--- config.mk ---
export PLATFORM = sky130hd
export DESIGN_NAME = psum_writeback
export DESIGN_NICKNAME = d
export VERILOG_FILES = /design/src/rtl/psum_writeback_pkg.sv /design/src/rtl/psum_writeback_lane_alu.sv /design/src/rtl/psum_writeback.sv
export SDC_FILE = /design/constraint.sdc
export NUM_CORES = 1
export LEC_CHECK = 0
export ABC_AREA = 1
export CAP_MARGIN = 10
export CORE_MARGIN = 2
export CORE_UTILIZATION = 30
export CTS_CLUSTER_SIZE = 40
export DETAILED_ROUTE_END_ITERATION = 12
export PLACE_DENSITY = 0.51
export SLEW_MARGIN = 20
export SYNTH_ARGS = -nofsm -noshare
export SYNTH_HDL_FRONTEND = slang
export SYNTH_HIERARCHICAL = 1
export SYNTH_SLANG_ARGS = --single-unit
export TNS_END_PERCENT = 10
--- constraint.sdc ---
create_clock -name clk -period 3.1 [get_ports clk]
set_clock_uncertainty 0.1 [all_clocks]
set_input_delay 0.93 -clock clk [delete_from_list [all_inputs] [get_ports clk]]
set_output_delay 0.93 -clock clk [all_outputs]
set_load 0.1 [all_outputs]
--- src/rtl/psum_writeback_pkg.sv ---
// Shared definitions for the partial-sum writeback block: FSM encoding and
// default geometry of the array tile being drained.
package psum_writeback_pkg;

  localparam int COL_DEF     = 4;
  localparam int PSUM_BW_DEF = 16;
  localparam int NUM_INP_DEF = 8;
  localparam int ADDR_BW_DEF = 11;

  typedef enum logic [2:0] {
    S_IDLE = 3'd0,
    S_POP  = 3'd1,
    S_RD   = 3'd2,
    S_WR   = 3'd3,
    S_DONE = 3'd4
  } state_t;

endpackage

--- src/rtl/psum_writeback_lane_alu.sv ---
// One lane of the writeback datapath: wrap-around add of the new row value and
// the stored partial sum, followed by optional ReLU clamp.
module psum_lane_alu
  import psum_writeback_pkg::*;
#(
  parameter int psum_bw = PSUM_BW_DEF
) (
  input  logic [psum_bw-1:0] row_i,
  input  logic [psum_bw-1:0] stored_i,
  input  logic               relu_i,
  output logic [psum_bw-1:0] result_o
);

  logic [psum_bw-1:0] sum;

  // Two's-complement add truncated to psum_bw; signedness only matters for ReLU.
  assign sum      = row_i + stored_i;
  assign result_o = (relu_i && sum[psum_bw-1]) ? '0 : sum;

endmodule

--- src/rtl/psum_writeback.sv ---
// Drains one tile of rows from the output FIFO into psum memory, optionally
// accumulating onto the stored partial sums (read-modify-write per row).
module psum_writeback
  import psum_writeback_pkg::*;
#(
  parameter int col     = COL_DEF,
  parameter int psum_bw = PSUM_BW_DEF,
  parameter int num_inp = NUM_INP_DEF,
  parameter int addr_bw = ADDR_BW_DEF
) (
  input  logic                     clk,
  input  logic                     reset,
  input  logic                     start,
  input  logic [addr_bw-1:0]       base_addr,
  input  logic                     acc,
  input  logic                     relu,
  input  logic                     o_valid,
  input  logic [col*psum_bw-1:0]   ofifo_out,
  output logic                     rd_ofifo,
  output logic                     mem_cen,
  output logic                     mem_wen,
  output logic [addr_bw-1:0]       mem_addr,
  output logic [col*psum_bw-1:0]   mem_din,
  input  logic [col*psum_bw-1:0]   mem_dout,
  output logic                     busy,
  output logic                     done,
  output state_t                   dbg_state
);

  localparam int W      = col * psum_bw;
  localparam int CNT_BW = (num_inp > 1) ? $clog2(num_inp) : 1;
  localparam logic [CNT_BW-1:0] CNT_LAST = CNT_BW'(num_inp - 1);

  state_t              state_q, state_d;
  logic [CNT_BW-1:0]   cnt_q, cnt_d;
  logic [W-1:0]        row_q, row_d;
  logic [W-1:0]        stored_q, stored_d;
  logic [addr_bw-1:0]  base_q, base_d;
  logic                acc_q, acc_d;
  logic                relu_q, relu_d;
  logic [addr_bw-1:0]  row_addr;
  logic [W-1:0]        lane_res;

  assign row_addr  = base_q + addr_bw'(cnt_q);
  assign busy      = (state_q != S_IDLE);
  assign dbg_state = state_q;

  for (genvar l = 0; l < col; l++) begin : g_lane
    psum_lane_alu #(.psum_bw(psum_bw)) u_alu (
      .row_i    (row_q[l*psum_bw +: psum_bw]),
      .stored_i (acc_q ? stored_q[l*psum_bw +: psum_bw] : '0),
      .relu_i   (relu_q),
      .result_o (lane_res[l*psum_bw +: psum_bw])
    );
  end

  always_ff @(posedge clk) begin
    if (reset) begin
      state_q  <= S_IDLE;
      cnt_q    <= '0;
      row_q    <= '0;
      stored_q <= '0;
      base_q   <= '0;
      acc_q    <= 1'b0;
      relu_q   <= 1'b0;
    end else begin
      state_q  <= state_d;
      cnt_q    <= cnt_d;
      row_q    <= row_d;
      stored_q <= stored_d;
      base_q   <= base_d;
      acc_q    <= acc_d;
      relu_q   <= relu_d;
    end
  end

  // FIFO handshake: a row transfers in any cycle where o_valid && rd_ofifo;
  // rd_ofifo is only raised in POP while o_valid is high, so it never pops empty.
  always_comb begin
    state_d  = state_q;
    cnt_d    = cnt_q;
    row_d    = row_q;
    stored_d = stored_q;
    base_d   = base_q;
    acc_d    = acc_q;
    relu_d   = relu_q;
    rd_ofifo = 1'b0;
    mem_cen  = 1'b1;
    mem_wen  = 1'b1;
    mem_addr = '0;
    mem_din  = '0;
    done     = 1'b0;
    unique case (state_q)
      S_IDLE: begin
        if (start) begin
          state_d = S_POP;
          cnt_d   = '0;
          base_d  = base_addr;
          acc_d   = acc;
          relu_d  = relu;
        end
      end
      S_POP: begin
        if (o_valid) begin
          rd_ofifo = 1'b1;
          row_d    = ofifo_out;
          if (acc_q) begin
            mem_cen  = 1'b0;
            mem_addr = row_addr;
            state_d  = S_RD;
          end else begin
            state_d  = S_WR;
          end
        end
      end
      S_RD: begin
        stored_d = mem_dout;
        state_d  = S_WR;
      end
      S_WR: begin
        mem_cen  = 1'b0;
        mem_wen  = 1'b0;
        mem_addr = row_addr;
        mem_din  = lane_res;
        cnt_d    = cnt_q + 1'b1;
        state_d  = (cnt_q == CNT_LAST) ? S_DONE : S_POP;
      end
      S_DONE: begin
        done    = 1'b1;
        state_d = S_IDLE;
      end
      default: state_d = S_IDLE;
    endcase
  end

endmodule

After elaboration in Yosys (flattened, before gate mapping). Index checks and enable logic that the tools add are counted.

Equal/unequal tests: 7. Reduce and logical (&&, ||, !) cells: 11. Multiplexer cells: 26. Add/subtract/negate cells: 6.

Operators by type and width (count): 2-to-1 mux 16 bit (8); adder 16 bit (4); 2-to-1 mux 64 bit (1); 2-to-1 mux 11 bit (2); one-hot mux 11 bit (2 select lines) (1); 2-to-1 mux 3 bit (4); one-hot mux 3 bit (4 select lines) (1); adder 11 x 3 -> 11 bit (1); AND reduction 2 bit (4); 2-to-1 mux 1 bit (7); == test 3 x 2 -> 1 bit, second input constant (2); == test 3 bit, second input constant (2); one-hot mux 3 bit (2 select lines) (1); logical AND 1 bit (4); != test 2 bit, second input constant (2); adder 3 x 1 -> 3 bit, second input constant (1); == test 3 x 1 -> 1 bit, second input constant (1); logical NOT 3 bit (1); nonzero test 3 bit (1); one-hot mux 1 bit (2 select lines) (1); nonzero test 2 bit (1).

Word-level logic and storage cells: 57. Input bits: 145. Flip-flop bits (word level): 147.

Logic depth before layout (Yosys ltp). Gate-level depths: netlist of run 1.

Depth in word-level cells: 5. Depth in mapped cells: 19.

Hierarchy. Netlist of run 1, hierarchy kept.

By module, submodules not included: psum_writeback (instances 1, cells each 1000, area each 6603.8 um^2, sequential area each 2942.8 um^2); psum_lane_alu (instances 4, cells each 213, area each 1156.1 um^2, sequential area each 0.0 um^2).

Least setup slack after synthesis of run 1. OpenSTA, ideal clock, no wires.

Path kind: flip-flop to output port. From: reg state_q[2] (netlist: dbg_state[2]). To: out done. Path slack: -1.537 ns. Cell stages (with the launch flop): 5. Arrival: 3.607 ns. Cell sequence: dfxtp_1 > inv_2 > buf_2 > buf_1 > nor3_1.

Word-level cells in the longest chain between the ends: 2.

Ends and longest elaborated chain: from (decl) (line psum_writeback.sv:34) `state_t state_q, state_d;`; from (signal assigned) (line psum_writeback.sv:67) `state_q <= state_d;`; == test 3 bit (line psum_writeback.sv:93) `unique case (state_q)`; 2-to-1 mux 1 bit (line psum_writeback.sv:93); to (decl) (line psum_writeback.sv:26) `output logic done,`.

No other way between the ends.

Worst setup path in the final report of run 1.
From: reg acc_q. To: out mem_din[14].

Word-level cells in the longest chain between the ends: 5.

Ends and longest elaborated chain: from (decl) (line psum_writeback.sv:39) `logic acc_q, acc_d;`; from (signal assigned) (line psum_writeback.sv:64) `acc_q <= 1'b0;`; from (signal assigned) (line psum_writeback.sv:72) `acc_q <= acc_d;`; 2-to-1 mux 16 bit (*) (line psum_writeback.sv:51) `.stored_i (acc_q ? stored_q[l*psum_bw +: psum_bw] : '0),`; adder 16 bit (*) (line psum_writeback_lane_alu.sv:17) `assign sum = row_i + stored_i;`; logical AND 1 bit (line psum_writeback_lane_alu.sv:18) `assign result_o = (relu_i && sum[psum_bw-1]) ? '0 : sum;`; 2-to-1 mux 16 bit (*) (line psum_writeback_lane_alu.sv:18); net lane_res[14] (line psum_writeback.sv:42) `logic [W-1:0] lane_res;`; 2-to-1 mux 64 bit (*) (line psum_writeback.sv:93); to (decl) (line psum_writeback.sv:23) `output logic [col*psum_bw-1:0] mem_din,`.

Mark *: on every way through the listed nets, which the timed path passes. The rest lies on a longest branch.

==> impl_metrics.json, run 1 <==
{
  "rsz0062_at_grt": "yes",
  "hold_path.class": "reg -> reg",
  "synth_cell_types": 35,
  "drc": 0,
  "startpoint": "acc_q$_SDFFE_PP0P_",
  "final_hold_viol_count": 0,
  "synth_fp_nets": 2067,
  "cp-start-kind": "flop",
  "wl_per_cell_um": 14.1,
  "critPathSlowestCell": "dfxtp_4",
  "setup_viol": 66,
  "gr-usage-all-layers_pct": 20.0,
  "cp_num_buf_inv": 7,
  "numClockSinks": 147,
  "first_global_vias": 12100,
  "dr_total_vias": 12100,
  "fin_crit_ps": 3820,
  "slew_violations": 0,
  "cts-root-buf": "clkbuf_16",
  "syn_area_per_cell_um2": 6.06,
  "fillCellCount": 3686,
  "hpwl_um": 29000,
  "antenna_left": 0,
  "vias_per_cell": 4.47,
  "ff_latch_area_mm2": 0.00296,
  "core-area_mm2": 0.0367,
  "path_max_fanout": 9,
  "areaGrowthSynthToFinish_pct": 60.8,
  "cp.required_ps": 2070,
  "grt_max_degree": 70,
  "vdd_ir_drop_max_mv": 0.385,
  "drive_gt1_share_pct": 30.0,
  "p_per_area_mw_per_mm2": 320,
  "start_util_pct": 30.6,
  "grt_pass1_wl_um": 62000,
  "die_y_um": 197,
  "clk_pin_slew_worst_paths_ps": 70,
  "boundaryPins": 228,
  "path_cells": "buf_6, nand2_1, inv_1, ha_1, buf_4, nand2_1, inv_1, nand2_1, nand4_1, nand2_1, nand3_1, nand2_1, nand2_2, inv_2, inv_1, nor2_4, buf_12",
  "seq_area_frac_synth_pct": 26.2,
  "cts_inserted_buffers": 17,
  "die_area_mm2": 0.0390,
  "clkLatencyLatePin_ps": 440,
  "cp-end-kind": "primary output",
  "die_w_um": 197,
  "cts_buffer_depth": 2,
  "fmax_mhz": 262,
  "yosys_warnings": 6,
  "multi_input_area_mm2": 0.00799,
  "netlist_area_mm2": 0.0112,
  "synth.area.top_cells": "dfxtp_1 26%, nand2_1 14%, inv_1 10%",
  "tightest_slew_ps": 871,
  "detail_route.iter0.violations": 532,
  "fin_crit_sh_pct": 123,
  "post-route-util_pct": 49.2,
  "h-tree-depth": 4,
  "io_buffer_count": 227,
  "row_count": 70,
  "cts_tree": "built",
  "p_leak_nw": 8.58,
  "grt_remaining_overflow": 0,
  "crit_top_cell": "nand2_1",
  "slowest_delay_ps": 380,
  "yosys.area.top_type": "dfxtp_1",
  "slew_headroom_pct": 41.9,
  "timing.final.ws_setup_ps": -719,
  "synthCells": 1852,
  "run_status": "complete, but fails checks",
  "hold_start": "stored_q[47]$_SDFFE_PP0N_",
  "fin_tns_setup_ps": -41090,
  "gp_congestion": 0.899,
  "r2r_start": "dbg_state[1]$_SDFFE_PP0P_",
  "failed_checks": "setup timing",
  "maxCapViolations": 0,
  "cp.arrival_ps": 2790,
  "antenna_found_initial": 0,
  "final_nets": 2436,
  "routed_wirelength_um": 38100,
  "yosys_register_bits": 147,
  "cp_top_family": "simple AND/OR/NAND/NOR gates",
  "netlist.area_leader.share_pct": 26.2,
  "criticalPathCategory": "reg -> out",
  "first_pass_iters": 5
}
-- Yosys cell counts --
cell and instances:
buf_4 8, o21ai_1 2, nor2_1 268, nand4_1 17
inv_2 45, or2_1 4, nand4_2 1, o21ai_2 1
a21oi_1 115, inv_1 314, ha_1 65, o21ai_0 81
fa_1 5, dfxtp_1 147, nand2_2 72, clkbuf_1 34
nor2_2 4, and2_1 4, a21oi_2 8, nor3_1 9
nand3_1 126, clkbuf_2 2, nor3b_1 1, nand3_4 4
buf_2 22, nand3b_1 4, a31oi_1 3, buf_12 4
xor2_1 27, nand2_1 426, nor3_4 4, buf_1 1
o21bai_1 8, xnor2_1 8, nand3_2 8
-- metal layers --
metal | vias up | GRT usage [%] | routed length (um)
li1 | 6400 | - | -
met2 | 168 | 34.5 | 18200
met3 | 19 | 3.67 | 1410
met4 | 0 | 3.59 | 299
met5 | - | 0 | 0
met1 | 5500 | 26.1 | 18200
-- final cells by class --
type / count / share of cell area (%)
Multi-Input combinational cell: 1277 / 44.2
Timing Repair Buffer: 419 / 25.5
Sequential cell: 147 / 16.4
Inverter: 359 / 7.50
Tap cell: 468 / 3.24
Clock buffer: 19 / 2.45
Clock inverter: 13 / 0.644
Antenna cell: 1 / 0.0139
-- power by group --
group          internal [mW]  switching, mW
Combinational          0.694          0.894
Clock                   1.08          0.980
Sequential              2.02          0.114
-- flip-flops by register name (all words and copies together), names as in the netlist --
register,cells
stored_q,64
cnt_q,3
relu_q,1
dbg_state,3
acc_q,1
row_q,64
base_q,11
-- worst register-to-register path: stages (launching register included) --
cell,delay (ps)
dfxtp_2,440
inv_2,110
nand4_4,120
buf_4,160
buf_4,530
o21ai_0,390
nor2_1,130
-- cell usage in the layout, fill, tap and decap left out, types with 5 or more instances in the layout --
master	synthesis	layout
inv_1	314	286
nand3_2	8	12
dfxtp_1	147	141
a21oi_1	115	105
clkbuf_16	0	17
nand2_4	0	15
ha_4	0	36
fa_2	0	5
nor2_1	268	185
nand2_1	426	404
clkdlybuf4s50_1	0	142
xor2_1	27	24
nand4_1	17	17
inv_2	45	71
o21bai_1	8	5
buf_4	8	183
inv_6	0	5
xnor2_1	8	8
nor2_4	0	70
buf_12	4	88
nand2_2	72	79
nand3_1	126	116
o21ai_0	81	79
nor3_1	9	5
nor2_2	4	17
ha_1	65	25
nor3_4	4	6
clkinvlp_4	0	5
a21oi_2	8	14
nand3_4	4	12
-- final timing paths --
kind | slack [ps] | cells after the start | to
hold / removal | 360 | 2 | stored_q[47]$_SDFFE_PP0N_
setup reg to reg | 1060 | 6 | row_q[47]$_SDFFE_PP0P_
hold reg to reg | 360 | 2 | stored_q[47]$_SDFFE_PP0N_
setup / recovery | -720 | 17 | mem_din[14]
-- logic make-up (layout without fill, tap and decap cells) --
family / after synthesis / after routing / synth area share (%)
xor gates and xnor gates: 35 / 35 / 2.73
other: 0 / 1 / 0
adders and majority gates: 70 / 70 / 8.13
AOI/OAI and AO/OA: 218 / 218 / 10.2
DFF: 147 / 147 / 26.2
buffers and inverters: 430 / 810 / 15.5
and+or+nand+nor: 952 / 954 / 37.2
-- timing repair --
item / CTS / global route
hold buffers: 0 / 0
endpoints found under the hold margin: 0 / 0
setup buffers: 4 / 0
gates cloned: 2 / 0
resized for setup: 65 / 67
pin swaps: 15 / 9
setup endpoints to repair: 77 / 74
-- metrics by stage --
stage	instances	area, um2	worst slack, ps	hold slack, ps	total power [mW]
final	2703	18100	-719	361	5.77
after global routing	2702	18100	-919	374	6.10
after CTS	2702	17800	-783	359	5.82
after detailed placement	2664	16800	-401	347	3.68
after global placement	2664	16800	-376	338	3.67
after floorplan	1852	12100	-560	327	3.07
Note: power is estimated with default switching activity, not from simulation.
==> run 2, diff against run 1 <==
Settings changed: CORE_MARGIN 2 to not set, CORE_UTILIZATION 30 to 48, PLACE_DENSITY 0.51 to 0.76.
==> impl_metrics.json, run 2 (same netlist as run 1, synthesis figures left out) <==
{
  "run_status": "complete, but fails checks",
  "failed_checks": "setup timing",
  "start_util_pct": 49.3,
  "first_global_vias": 12200,
  "ctsHoldBuffers": 0,
  "slew_violations": 0,
  "wl_per_cell_um": 14.7,
  "fillCellCount": 1684,
  "vias_per_cell": 4.99,
  "path_max_fanout": 29,
  "hold_end": "cnt_q[0]$_SDFFE_PP0P_",
  "gr-usage-all-layers_pct": 30.8,
  "clk_pin_slew_worst_paths_ps": 70,
  "p_per_area_mw_per_mm2": 333,
  "hold_path.class": "reg -> reg",
  "die_area_mm2": 0.0240,
  "final_hold_viol_count": 0,
  "hold_start": "cnt_q[0]$_SDFFE_PP0P_",
  "setup_viol": 67,
  "die_y_um": 155,
  "grt_max_degree": 70,
  "r2r-end": "row_q[45]$_SDFFE_PP0P_",
  "cp.required_ps": 2070,
  "reg2reg_depth": 6,
  "cts_tree": "built",
  "rrSetupSlack_ps": 970,
  "row_count": 55,
  "slew_headroom_pct": 45.0,
  "final_nets": 2422,
  "cp.arrival_ps": 2820,
  "whs_path_depth": 1,
  "h-tree-depth": 4,
  "diodes": 0,
  "top_regs": "row_q (64), stored_q (64), base_q (11)",
  "gp_congestion": 0.882,
  "tightest_slew_ps": 825,
  "hpwl_um": 27000,
  "p_leak_nw": 8.52,
  "grt_remaining_overflow": 0,
  "cts-root-buf": "clkbuf_16",
  "antenna_left": 0,
  "drc": 0,
  "multi_input_area_mm2": 0.00801,
  "antenna_found_initial": 0,
  "first_pass_iters": 5,
  "die_w_um": 155,
  "vdd_ir_drop_max_mv": 0.347,
  "detail_route.iter0.violations": 793,
  "pre_cts_slack_ps": -421,
  "fin_crit_ps": 3850,
  "total_power_mw": 5.92,
  "fmax_mhz": 260,
  "maxCapViolations": 0,
  "clkLatencyLatePin_ps": 440,
  "io_buffer_count": 227,
  "numClockSinks": 147,
  "drive_gt1_share_pct": 30.1,
  "cts_buffer_depth": 2,
  "boundaryPins": 228,
  "areaGrowthSynthToFinish_pct": 58.5,
  "fin_crit_sh_pct": 124,
  "grt_pass1_wl_um": 59100,
  "cp-start-kind": "flop",
  "cp-end-kind": "primary output",
  "dr_total_vias": 12600,
  "rsz0062_at_grt": "yes",
  "routed_wirelength_um": 37100,
  "timing.final.ws_setup_ps": -746,
  "ff_latch_area_mm2": 0.00295,
  "final_common_cell": "nand2_1",
  "hold_ws_ps": 360,
  "criticalPathCategory": "reg -> out",
  "layout_common_cells": "399 x nand2_1, 276 x inv_1, 185 x nor2_1",
  "r2r_start": "dbg_state[1]$_SDFFE_PP0P_",
  "core-area_mm2": 0.0228,
  "cts_inserted_buffers": 17
}
run 2: where the power goes:
part           switching [mW]  total [mW]  internal [mW]
logic                   0.907        1.60          0.697
clock network           0.982        2.18           1.20
registers               0.121        2.14           2.02
total                    2.01        5.92           3.91
run 2: how the worst max path moves through the flow:
| stage | startpoint | end | depth (start not counted) |
|---|---|---|---|
| 6_report | acc_q$_SDFFE_PP0P_ | mem_din[62] | 15 |
| 5_1_grt | acc_q$_SDFFE_PP0P_ | mem_din[45] | 17 |
| 2_1_floorplan | o_valid | mem_addr[0] | 4 |
| 3_3_place_gp | acc_q$_SDFFE_PP0P_ | mem_din[44] | 18 |
| 4_1_cts | acc_q$_SDFFE_PP0P_ | mem_din[20] | 18 |
| 3_5_place_dp | acc_q$_SDFFE_PP0P_ | mem_din[62] | 18 |
run 2: per-stage QoR:
step | area (um2) | cells | setup TNS, ps | utilization [%]
5_1_grt | 17800 | 2533 | -52440 | 78.1
3_5_place_dp | 16500 | 2496 | -25920 | 72.3
2_1_floorplan | 12100 | 1852 | -25930 | -
4_1_cts | 17500 | 2533 | -44790 | 76.9
6_report | 17800 | 2533 | -43130 | 78.1
3_3_place_gp | 16500 | 2496 | -22800 | 72.3
run 2: area by class of cell:
| class | count | share of cell area (%) |
|---|---|---|
| Inverter | 359 | 7.59 |
| Tap cell | 313 | 2.20 |
| Timing Repair Buffer | 404 | 25.2 |
| Sequential cell | 147 | 16.6 |
| Clock buffer | 19 | 2.54 |
| Clock inverter | 13 | 0.900 |
| Multi-Input combinational cell | 1278 | 45.0 |
run 2: per-layer routing:
metal | vias up | track usage (%) | routed length [um]
met4 | 0 | 9.19 | 759
met3 | 58 | 5.07 | 2150
met1 | 5821 | 37.3 | 15700
li1 | 6378 | - | -
met5 | - | 0 | 0
met2 | 392 | 55.7 | 18500
run 2: what timing repair did:
| item | 4_1_cts | 5_1_grt |
|---|---|---|
| cloned | 4 | 0 |
| buffers inserted | 1 | 0 |
| resized for setup | 74 | 66 |
| pin swaps | 18 | 20 |
| endpoints found under the setup margin | 77 | 72 |
run 2: worst max-delay path: stages, from the launching register on:
cell and delay, ps:
dfxtp_4 400, buf_12 200, nand2_1 70, inv_1 80, ha_4 200, buf_4 150
a21oi_1 210, nand2_1 120, a21oi_1 220, nand3_1 140, nand2_2 110, nand2_2 60
inv_2 50, inv_1 50, nor2_4 130, buf_12 180
